`src/rtl/lab3_mem_blocking_cache_assoc_ctrl.sv`:
```
// Control unit for a blocking write-back, write-allocate cache with 1- or 2-way sets.
// Owns valid/dirty/LRU state and sequences tag check, eviction, refill and response.
module lab3_mem_blocking_cache_assoc_ctrl #(
    parameter int p_num_sets = 16,
    parameter int p_num_ways = 1,
    localparam int c_idw = $clog2(p_num_sets),
    localparam int c_wyw = (p_num_ways > 1) ? $clog2(p_num_ways) : 1
) (
    input  logic                  i_clk,
    input  logic                  i_reset,
    input  logic                  i_cachereq_val,
    output logic                  o_cachereq_rdy,
    output logic                  o_cacheresp_val,
    input  logic                  i_cacheresp_rdy,
    output logic                  o_memreq_val,
    input  logic                  i_memreq_rdy,
    input  logic                  i_memresp_val,
    output logic                  o_memresp_rdy,
    input  logic [2:0]            i_cachereq_type,
    input  logic [c_idw-1:0]      i_cachereq_idx,
    input  logic [p_num_ways-1:0] i_tag_match,
    output logic                  o_cachereq_en,
    output logic                  o_memresp_en,
    output logic                  o_write_data_mux_sel,
    output logic                  o_tag_array_ren,
    output logic [p_num_ways-1:0] o_tag_array_wen,
    output logic                  o_data_array_ren,
    output logic [p_num_ways-1:0] o_data_array_wen,
    output logic                  o_data_array_wben_full,
    output logic [c_wyw-1:0]      o_way_sel,
    output logic                  o_read_data_reg_en,
    output logic                  o_evict_addr_reg_en,
    output logic                  o_memreq_addr_mux_sel,
    output logic [2:0]            o_memreq_type,
    output logic [2:0]            o_cacheresp_type,
    output logic                  o_cacheresp_hit
);

    localparam logic [3:0] ST_IDLE = 4'd0;
    localparam logic [3:0] ST_TC   = 4'd1;
    localparam logic [3:0] ST_IN   = 4'd2;
    localparam logic [3:0] ST_RD   = 4'd3;
    localparam logic [3:0] ST_WD   = 4'd4;
    localparam logic [3:0] ST_EP   = 4'd5;
    localparam logic [3:0] ST_ER   = 4'd6;
    localparam logic [3:0] ST_EW   = 4'd7;
    localparam logic [3:0] ST_RR   = 4'd8;
    localparam logic [3:0] ST_RW   = 4'd9;
    localparam logic [3:0] ST_RU   = 4'd10;
    localparam logic [3:0] ST_WAIT = 4'd11;
    localparam logic [3:0] ST_RST  = 4'd15;

    logic [3:0]            r_state;
    logic [3:0]            w_next_state;
    logic [c_wyw-1:0]      r_way;
    logic                  r_hit;
    logic [p_num_ways-1:0] r_valid [p_num_sets];
    logic [p_num_ways-1:0] r_dirty [p_num_sets];
    logic [p_num_sets-1:0] r_lru;

    logic [p_num_ways-1:0] w_hit_vec;
    logic                  w_hit;
    logic [c_wyw-1:0]      w_hit_way;
    logic [c_wyw-1:0]      w_inv_way;
    logic                  w_all_valid;
    logic [c_wyw-1:0]      w_lru_way;
    logic [c_wyw-1:0]      w_victim;
    logic [c_wyw-1:0]      w_tc_way;
    logic                  w_victim_dirty;
    logic [p_num_ways-1:0] w_way_onehot;
    logic                  w_is_init;
    logic                  w_is_write;

    assign w_is_init  = (i_cachereq_type == 3'd2);
    assign w_is_write = (i_cachereq_type == 3'd1);

    // Tag-check results: hit way, victim choice (lowest invalid, else LRU) and victim dirtiness
    always_comb begin
        w_hit_vec      = r_valid[i_cachereq_idx] & i_tag_match;
        w_hit          = |w_hit_vec;
        w_all_valid    = &r_valid[i_cachereq_idx];
        w_lru_way      = (p_num_ways == 2) ? c_wyw'(r_lru[i_cachereq_idx]) : '0;
        w_hit_way      = '0;
        w_inv_way      = '0;
        for (int w = p_num_ways - 1; w >= 0; w--) begin
            w_hit_way = w_hit_vec[w] ? c_wyw'(w) : w_hit_way;
            w_inv_way = r_valid[i_cachereq_idx][w] ? w_inv_way : c_wyw'(w);
        end
        w_victim       = w_all_valid ? w_lru_way : w_inv_way;
        w_tc_way       = w_hit ? w_hit_way : w_victim;
        w_victim_dirty = 1'b0;
        w_way_onehot   = '0;
        for (int w = 0; w < p_num_ways; w++) begin
            w_victim_dirty  = (w_victim == c_wyw'(w))
                            ? (r_valid[i_cachereq_idx][w] & r_dirty[i_cachereq_idx][w])
                            : w_victim_dirty;
            w_way_onehot[w] = (r_way == c_wyw'(w));
        end
    end

    // Next-state selection
    always_comb begin
        w_next_state = r_state;
        case (r_state)
            ST_IDLE: w_next_state = i_cachereq_val ? ST_TC : ST_IDLE;
            ST_TC: begin
                if (w_is_init) begin
                    w_next_state = ST_IN;
                end else if (w_hit) begin
                    w_next_state = w_is_write ? ST_WD : ST_RD;
                end else begin
                    w_next_state = w_victim_dirty ? ST_EP : ST_RR;
                end
            end
            ST_IN:   w_next_state = ST_WAIT;
            ST_RD:   w_next_state = ST_WAIT;
            ST_WD:   w_next_state = ST_WAIT;
            ST_EP:   w_next_state = ST_ER;
            ST_ER:   w_next_state = i_memreq_rdy ? ST_EW : ST_ER;
            ST_EW:   w_next_state = i_memresp_val ? ST_RR : ST_EW;
            ST_RR:   w_next_state = i_memreq_rdy ? ST_RW : ST_RR;
            ST_RW:   w_next_state = i_memresp_val ? ST_RU : ST_RW;
            ST_RU:   w_next_state = w_is_write ? ST_WD : ST_RD;
            ST_WAIT: w_next_state = i_cacheresp_rdy ? ST_IDLE : ST_WAIT;
            default: w_next_state = ST_IDLE;
        endcase
    end

    // Datapath controls; reset steers to an encoding that leaves every control at 0
    always_comb begin
        o_cachereq_rdy         = 1'b0;
        o_cachereq_en          = 1'b0;
        o_cacheresp_val        = 1'b0;
        o_memreq_val           = 1'b0;
        o_memresp_rdy          = 1'b0;
        o_memresp_en           = 1'b0;
        o_write_data_mux_sel   = 1'b0;
        o_tag_array_ren        = 1'b0;
        o_tag_array_wen        = '0;
        o_data_array_ren       = 1'b0;
        o_data_array_wen       = '0;
        o_data_array_wben_full = 1'b0;
        o_read_data_reg_en     = 1'b0;
        o_evict_addr_reg_en    = 1'b0;
        o_memreq_addr_mux_sel  = 1'b0;
        o_memreq_type          = 3'd0;
        case (i_reset ? ST_RST : r_state)
            ST_IDLE: begin
                o_cachereq_rdy = 1'b1;
                o_cachereq_en  = 1'b1;
            end
            ST_TC: o_tag_array_ren = 1'b1;
            ST_IN: begin
                o_tag_array_wen        = w_way_onehot;
                o_data_array_wen       = w_way_onehot;
                o_data_array_wben_full = 1'b1;
            end
            ST_RD: begin
                o_data_array_ren   = 1'b1;
                o_read_data_reg_en = 1'b1;
            end
            ST_WD: o_data_array_wen = w_way_onehot;
            ST_EP: begin
                o_data_array_ren    = 1'b1;
                o_evict_addr_reg_en = 1'b1;
                o_read_data_reg_en  = 1'b1;
            end
            ST_ER: begin
                o_memreq_val  = 1'b1;
                o_memreq_type = 3'd1;
            end
            ST_EW, ST_RW: begin
                o_memresp_rdy = 1'b1;
                o_memresp_en  = 1'b1;
            end
            ST_RR: begin
                o_memreq_val          = 1'b1;
                o_memreq_addr_mux_sel = 1'b1;
            end
            ST_RU: begin
                o_tag_array_wen        = w_way_onehot;
                o_data_array_wen       = w_way_onehot;
                o_data_array_wben_full = 1'b1;
                o_write_data_mux_sel   = 1'b1;
            end
            ST_WAIT: o_cacheresp_val = 1'b1;
            default: o_cachereq_rdy = 1'b0;
        endcase
    end

    assign o_way_sel        = r_way;
    assign o_cacheresp_type = i_cachereq_type;
    assign o_cacheresp_hit  = r_hit;

    // State, captured way/hit and per-set valid/dirty/LRU bookkeeping
    always_ff @(posedge i_clk) begin
        if (i_reset) begin
            r_state <= ST_IDLE;
            r_way   <= '0;
            r_hit   <= 1'b0;
            r_lru   <= '0;
            for (int s = 0; s < p_num_sets; s++) begin
                r_valid[s] <= '0;
                r_dirty[s] <= '0;
            end
        end else begin
            r_state <= w_next_state;
            if (r_state == ST_TC) begin
                r_way <= w_tc_way;
                r_hit <= w_hit & ~w_is_init;
            end
            for (int w = 0; w < p_num_ways; w++) begin
                if (w_way_onehot[w] && (r_state == ST_IN || r_state == ST_RU)) begin
                    r_valid[i_cachereq_idx][w] <= 1'b1;
                    r_dirty[i_cachereq_idx][w] <= 1'b0;
                end
                if (w_way_onehot[w] && r_state == ST_WD) begin
                    r_dirty[i_cachereq_idx][w] <= 1'b1;
                end
            end
            // The way just touched becomes MRU, so the other one is next to go
            if (p_num_ways == 2 && (r_state == ST_IN || r_state == ST_RD || r_state == ST_WD)) begin
                r_lru[i_cachereq_idx] <= ~r_way[0];
            end
        end
    end

endmodule

```
`config.mk`:
```
export PLATFORM = sky130hd
export DESIGN_NAME = lab3_mem_blocking_cache_assoc_ctrl
export DESIGN_NICKNAME = d
export VERILOG_FILES = /design/src/rtl/lab3_mem_blocking_cache_assoc_ctrl.sv
export SDC_FILE = /design/constraint.sdc
export NUM_CORES = 1
export LEC_CHECK = 0
export ABC_AREA = 1
export CORE_MARGIN = 10
export CORE_UTILIZATION = 50
export CTS_CLUSTER_DIAMETER = 40
export DETAILED_ROUTE_END_ITERATION = 7
export GPL_TIMING_DRIVEN = 0
export PLACE_DENSITY_LB_ADDON = 0.05
export SLEW_MARGIN = 20
export SYNTH_ARGS = -nofsm -noshare
export SYNTH_HDL_FRONTEND = slang
export SYNTH_SLANG_ARGS = --single-unit
```
`constraint.sdc`:
```
create_clock -name i_clk -period 2 [get_ports i_clk]
set_input_delay 0.6 -clock i_clk [delete_from_list [all_inputs] [get_ports i_clk]]
set_output_delay 0.6 -clock i_clk [all_outputs]
set_load 0.02 [all_outputs]
```
Word level (Yosys, flattened, before mapping) --
Memory sizes are Yosys's and may differ from the RTL's. Cells that the tools add are included.
Cells by class: mux-type cells 39, equality and inequality tests 24, bitwise logic cells 5, reductions and logical operators 11
Operators with widths (number):
- case mux 4 bit (10 select lines) | 1
- equality test 4 x 3 -> 1 bit, second input constant | 8
- equality test 4 bit, second input constant | 8
- 2-to-1 mux 4 bit | 8
- 2-to-1 mux 1 bit | 28
- equality test 4 x 2 -> 1 bit, second input constant | 4
- equality test 4 x 1 -> 1 bit, second input constant | 2
- logical NOT 4 bit | 2
- OR reduction 2 bit | 4
- OR reduction 3 bit | 2
- bitwise AND 1 bit | 3
- equality test 3 x 1 -> 1 bit, second input constant | 1
- equality test 3 x 2 -> 1 bit, second input constant | 1
- 2-to-1 mux 3 bit | 1
- 2-to-1 mux 2 bit | 1
- OR reduction 1 bit | 2
- logical OR 1 bit | 1
- inverter 1 bit | 1
- bitwise OR 1 bit | 1
Word-level totals: input port bits 14, bits in registers 5, memories 2, memory bits (writable) 32, output and inout bits 23, logic and storage cells 83
Memories:
- r_dirty | depth 16, width 1, rd ports 1, clocked after memory_dff 0, wr ports 16, RTL line 58 | logic [p_num_ways-1:0] r_dirty [p_num_sets];
- r_valid | depth 16, width 1, rd ports 1, clocked after memory_dff 0, wr ports 16, RTL line 57 | logic [p_num_ways-1:0] r_valid [p_num_sets];

Depth between registers and ports, before layout --
Gate-level depths: netlist of the first run.
depth after elaboration 8, depth in mapped cells 14, gate-level depth less buffers 13

Worst setup path before layout of the first run --
No wires, ideal clock.
path type input port to output port, from input port i_reset, to output port o_read_data_reg_en, stages on the path 4, data arrival time 1.433 ns, buffers on the path 1, required time 1.400 ns, slack -0.033 ns, cells stage by stage clkinv_1 > nand2_1 > o22ai_1 > buf_4
On the way: word-level cells in the longest chain between the ends 4, elaborated cells on any way between the ends 5, those cells by class eq/ne: 2; mux: 2; reduce/logical: 1
RTL lines:
- start: declaration | RTL line 10 | input logic i_reset,
- 2-to-1 mux 4 bit (*) | RTL line 147 | case (i_reset ? ST_RST : r_state)
- equality test 4 x 3 -> 1 bit or equality test 4 x 2 -> 1 bit (tied branches)
- OR reduction 2 bit (no line) (*)
- 2-to-1 mux 1 bit (*)
- end: declaration | RTL line 31 | output logic o_read_data_reg_en,
Every way passes the cells marked *; elsewhere a longest branch is shown, timed or not.

Final worst setup path of the first run --
from register r_state[2], to output port o_memresp_rdy
On the way: word-level cells in the longest chain between the ends 4, elaborated cells on any way between the ends 5, those cells by class eq/ne: 2; mux: 2; reduce/logical: 1
RTL lines:
- start: declaration | RTL line 53 | logic [3:0] r_state;
- start signal: assignment | RTL line 207 | r_state <= w_next_state;
- 2-to-1 mux 4 bit (*) | RTL line 147
- equality test 4 x 3 -> 1 bit or equality test 4 bit (tied branches) | RTL line 147
- OR reduction 2 bit (*) | RTL line 147
- 2-to-1 mux 1 bit (*) | RTL line 147
- end: declaration | RTL line 18 | output logic o_memresp_rdy,
Marks and branches as above.

==> impl_metrics.yaml, run 1 <==
synthesis:
  yosys_warnings: 0
  syn-instance-count: 329
  syn_area_per_cell_um2: 6.96
  yosysTopAreaCell: "edfxtp_1"
  async_reset_ff_frac: 0
  synth-seq-cells: 37
  synth_top_area_frac: 0.210
  synth-main-ff-cell: "dfxtp_1"
  seq_area_frac_synth: 0.393
  synth.distinct_cells: 32
  synthesis.area_um2: 2290
  synth_area_leaders: "edfxtp_1, dfxtp_1, nand2_1"
  synth_edf_count: 16
setup_path:
  cp_max_fo: 4
  critPathCaptureType: "output pin"
  cp.arrival_ns: 1.47
  critPathKind: "register to output pin"
  crit_required_ns: 1.40
  crit_path_start_kind: "register"
grt:
  antenna_found_initial: 0
  grt_usage: 0.165
  grt_start_max_net_pins: 14
  globalRouteMet3Util: 0.0436
  grtUsageMet2: 0.258
  grt_pass1_wl_um: 10100
  grt_use_met1: 0.220
  overflow: 0
  grt_most_used_layer: "met2"
  first_global_vias: 2105
pwr:
  p_leak_nw: 1.28
  power.density_nw_per_um2: 655
  max-vdd-ir-drop_v: 0.000434
cts:
  numCtsBuffers: 5
  hold_buffers: 0
  clock_sinks: 37
  root_buffer: "clkbuf_8"
  cts_tree: "built"
  cts_buffer_depth: 2
  cts_htree_levels: 2
  clkTransAtPathRegs_ns: 0.08
  insertion_delay_ns: 0.30
cells_and_area:
  area_growth_syn_to_layout_pct: 27.3
  diodes: 0
  finish.net_count: 392
  final_core_util: 0.665
  drive_gt1_frac: 0.280
sta:
  setup_viol: 3
  slew_viol_final: 0
  rsz0062_at_grt: "true"
  max_freq_mhz: 484
  finalCritPeriodShare: 1.03
  fin_setup_tns_ns: -0.105
  finClkSkew_ns: 0.00871
  tightestPinTransition_ns: 0.740
  finalWorstSetupSlack_ns: -0.0658
  hold_violations: 0
  maxSlewHeadroom: 0.507
  period_needed_ns: 2.07
routing:
  drt_iter0_drc: 142
  drt_first_pass_iters: 4
  wl_per_cell_um: 14.4
  ant_nets: 0
  wl_um: 6220
  vias_per_cell: 5.16
  drc: 0
  vias: 2225
place:
  hpwl_um: 4540
  io_buffers: 32
  gp_congestion: 0.914
floorplan:
  die_y_um: 87.7
  fp.dieW_um: 87.7
  num_io_pins: 37
  start_util: 0.523
  die_area_um2: 7690
  core_area_um2: 4380
  rows: 24
outcome:
  status: "finished with violations"
  violations: "negative setup slack"
worst_hold_path:
  worstHoldPathType: "register to register"
flow_run:
  cap_viol_max_count: 0
[layout by cell type, fill, tap and decap left out, types with 7 or more instances in the layout]
master,Yosys,final
nand3_1,13,13
buf_6,5,7
clkdlybuf4s50_1,0,9
nor2_1,50,40
nand2_1,102,100
o21ai_0,18,18
edfxtp_1,16,16
nor2_2,4,9
o21ai_2,10,10
buf_2,1,8
dfxtp_1,21,17
inv_1,34,29
inv_2,5,8
buf_4,10,23
[repair_timing]
action / in CTS / in global routing
gates resized for setup: 100 / 31
cloned: 0 / 1
pin swaps: 0 / 4
setup endpoints to repair: 55 / 26
buffers inserted: 2 / 5
[critical path, cell delays in order (launching register included)]
cell,delay (ns)
dfxtp_4,0.38
inv_4,0.05
nor2_4,0.13
inv_2,0.09
nor2_4,0.10
nor2_1,0.06
nor2_1,0.13
buf_4,0.13
buf_6,0.11
[synthesized netlist by cell type (3+ instances only)]
library cell  count
nand2_1         102
nand2_2           4
inv_2             5
a21oi_1           7
inv_1            34
nor2_1           50
buf_6             5
nand3_1          13
nand3_2           3
buf_4            10
clkbuf_1          5
nor2_2            4
dfxtp_1          21
edfxtp_1         16
o21ai_0          18
nor3_1            5
o21ai_2          10
[kinds of logic after synthesis]
group	share of synthesized area
other cells	0.00164
simple gates	0.339
compound gates	0.124
buf+inv	0.142
flops	0.393
[sequential cells by signal (all words and copies together), names as in the netlist]
register and flops:
o_cacheresp_hit 1, r_dirty 16, r_state 4, r_valid 16
[path summary, 6_finish.rpt]
kind / start / end / slack, ns / cells past startpoint
worst max-delay path: r_state[2] / o_memresp_rdy / -0.07 / 8
worst min-delay path: o_cacheresp_hit / o_cacheresp_hit / 0.46 / 2
worst max register to register: r_state[0] / r_dirty[11] / 0.40 / 8
worst min register to register: o_cacheresp_hit / o_cacheresp_hit / 0.46 / 2
[metrics by stage]
stage	cells	power, mW	setup slack [ns]	cell area (µm²)	hold slack, ns
detailed placement	415	1.21	-1.16	2690	0.445
CTS	425	1.89	-0.0914	2860	0.466
global placement	415	1.21	-1.19	2690	0.439
global route	431	1.98	-0.114	2920	0.478
finish	431	1.91	-0.0658	2920	0.462
floorplan	331	1.08	0.0531	2300	0.428
[metal layers]
| layer | share of wire | vias to the layer above | wire length [µm] |
|---|---|---|---|
| met3 | 0.069 | 9 | 431 |
| met5 | 0 | - | 0 |
| met4 | 0.012 | 0 | 75 |
| met1 | 0.45 | 1006 | 2810 |
| met2 | 0.47 | 83 | 2910 |
| li1 | - | 1127 | - |
[where the power goes]
group	leakage [nW]	internal (mW)	switching, mW	total [mW]
clock	0.0543	0.374	0.300	0.673
combinational	0.891	0.154	0.246	0.400
sequential	0.337	0.810	0.0281	0.838
total	1.28	1.34	0.573	1.91
[final cells by class]
| cell class | count | area (µm²) |
|---|---|---|
| inverters | 40 | 160 |
| flip-flops and latches | 37 | 911 |
| fillers | 408 | 1470 |
| multi-input cells | 232 | 1150 |
| well taps | 52 | 65.1 |
| plain buffers | 22 | 185 |
| clock buffers | 5 | 68.8 |
| repair buffers | 40 | 330 |
| clock inverters | 3 | 46.3 |
(Power assumes the default switching activity.)
==> inputs of run 2 (changes only) <==
--- a/config.mk
+++ b/config.mk
@@ -12,7 +12,6 @@
 export DETAILED_ROUTE_END_ITERATION = 7
 export GPL_TIMING_DRIVEN = 0
 export PLACE_DENSITY_LB_ADDON = 0.05
-export SLEW_MARGIN = 20
 export SYNTH_ARGS = -nofsm -noshare
 export SYNTH_HDL_FRONTEND = slang
 export SYNTH_SLANG_ARGS = --single-unit
==> constraint.sdc (replaced) <==
create_clock -name i_clk -period 2 [get_ports i_clk]
set_input_delay 0.6 -clock i_clk [delete_from_list [all_inputs] [get_ports i_clk]]
set_output_delay 0.6 -clock i_clk [all_outputs]
set_load 0.005 [all_outputs]
==> run 2 against run 1 <==
Net effect: the run still ends with negative setup slack left; critical path depth up 1; wire length up 21%; die area unchanged; via count up 11%; global-route usage up 1.6 points; flip-flop and latch count unchanged; worst setup slack worse by 0.076 ns; hold slack better by 0.00073 ns; first-iteration DRC count up 46%; critical path type unchanged; critical endpoint is now o_data_array_wen; largest power group unchanged.
==> impl_metrics.yaml, run 2 (synthesis gave the netlist of run 1 again) <==
floorplan:
  core_area_um2: 4380
  num_io_pins: 37
  start_util: 0.523
  die_area_um2: 7690
  die_y_um: 87.7
  rows: 24
  fp.dieW_um: 87.7
grt:
  grt_start_max_net_pins: 13
  overflow: 0
  first_global_vias: 2241
  grt_pass1_wl_um: 10900
  antenna_found_initial: 0
  grt_usage: 0.181
sta:
  period_needed_ns: 2.14
  tightestPinTransition_ns: 0.736
  slew_viol_final: 0
  finalWorstSetupSlack_ns: -0.142
  maxSlewHeadroom: 0.509
  finalCritPeriodShare: 1.07
  fin_setup_tns_ns: -0.380
  hold_violations: 0
  whs_ns: 0.463
  finClkSkew_ns: 0.00224
  max_freq_mhz: 467
  rsz0062_at_grt: "true"
  setup_viol: 4
cts:
  hold_buffers: 0
  cts_tree: "built"
  insertion_delay_ns: 0.29
  clock_sinks: 37
  cts_htree_levels: 2
  clkTransAtPathRegs_ns: 0.08
  cts_buffer_depth: 2
  numCtsBuffers: 5
  root_buffer: "clkbuf_8"
cells_and_area:
  diodes: 0
  finish.net_count: 416
  layout_commonest_cell: "nand2_1"
  area_growth_syn_to_layout_pct: 38.5
  fill_cells: 354
  drive_gt1_frac: 0.315
  fin_area_um2: 3170
  final_cell_mix: "nand2_1, nor2_1, buf_4"
  final_core_util: 0.724
  reg.largest.list: "r_dirty: 16 flops, r_valid: 16 flops, r_state: 4 flops"
  stdcell_count: 455
pwr:
  total_power_mw: 2.10
  p_sw_uw: 576
  p_sw_frac: 0.275
  intPower_mw: 1.52
  max-vdd-ir-drop_v: 0.000497
  pwr-share-clk: 0.375
  power.density_nw_per_um2: 661
  p_leak_nw: 1.43
  seqPwrFrac: 0.402
  power_frac_comb: 0.223
place:
  dp.cells: 415
  gp_congestion: 0.880
  place_area_um2: 2680
  hpwl_um: 4430
  io_buffers: 32
  pre_cts_ws_ns: -1.03
routing:
  vias: 2466
  drt_first_pass_iters: 6
  ant_nets: 0
  wl_per_cell_um: 16.5
  drt_iter0_drc: 207
  wl_um: 7500
  vias_per_cell: 5.42
  drc: 0
setup_path:
  crit_path_start_kind: "register"
  slowest_delay_ns: 0.39
  crit_top_cell: "buf_6"
  reg2reg_from: "r_state[2]"
  crit_required_ns: 1.40
  crit_family: "simple AND/OR/NAND/NOR gates"
  cp_max_fo: 5
  worst_path_max_delay_cell: "dfxtp_4"
  path_cells: "inv_6, nor2_4, buf_6, inv_4, buf_6, nor2_4, nand2_4, nand2_4, buf_6"
  regToRegSetupSlack_ns: 0.18
  critPathKind: "register to output pin"
  timing.rr.end: "r_state[0]"
  critPathCaptureType: "output pin"
  path_depth: 9
  cp-startpoint: "r_state[2]"
  critPathBufInv: 5
  cp.arrival_ns: 1.54
  worstRegToRegCells: 11
  crit_end: "o_data_array_wen"
outcome:
  status: "finished with violations"
  violations: "negative setup slack"
worst_hold_path:
  whs_path_depth: 2
  worstHoldPathType: "register to register"
flow_run:
  cap_viol_max_count: 0
run 2: changes by cell type in the layout (fill, tap and decap cells not counted), moves of 3 or more:
cell / previous run / this run
buf_2: 8 / 3
buf_4: 23 / 40
dlygate4sd2_1: 0 / 8
clkbuf_2: 2 / 5
buf_6: 7 / 10
run 2: tightest hold or removal path, stage by stage (launching register included):
cell	delay, ns
dfxtp_1	0.31
nand2_1	0.06
a21oi_1	0.05
run 2: cell type report:
class	instances	area, µm²	share of cell area
inverter	40	165	0.0521
tap	52	65.1	0.0205
multi-input combinational	232	1170	0.370
timing repair buffer	64	541	0.170
clock inverter	3	65.1	0.0205
buffer	22	179	0.0564
clock buffer	5	68.8	0.0217
sequential	37	916	0.289
run 2: how the worst min path moves through the flow:
| stage | start | end | slack, ns |
|---|---|---|---|
| finish | o_cacheresp_hit | o_cacheresp_hit | 0.46 |
| detailed placement | r_valid[1] | r_valid[1] | 0.45 |
| global route | r_valid[10] | r_valid[10] | 0.48 |
| floorplan | r_valid[1] | r_valid[1] | 0.43 |
| global placement | r_valid[4] | r_valid[4] | 0.44 |
| CTS | o_cacheresp_hit | o_cacheresp_hit | 0.47 |
run 2: routing by layer:
metal  wire length, µm  global-route usage
met5                 0                   0
met4               206              0.0638
met3               717              0.0566
met2              3670               0.296
met1              2910               0.219
run 2: repair_timing:
action,CTS,global route
gates cloned,0,1
setup buffers,19,12
endpoints found under the setup margin,54,23
pin swaps,12,8
gates resized for setup,85,25
hold endpoints to repair,0,0
run 2: power groups by stage:
stage,Combinational (mW),Sequential (mW),Clock (mW)
3_3_place_gp,0.333,0.844,0
6_report,0.466,0.843,0.786
5_1_grt,0.502,0.845,0.821
4_1_cts,0.409,0.839,0.780
3_5_place_dp,0.335,0.843,0
2_1_floorplan,0.205,0.839,0
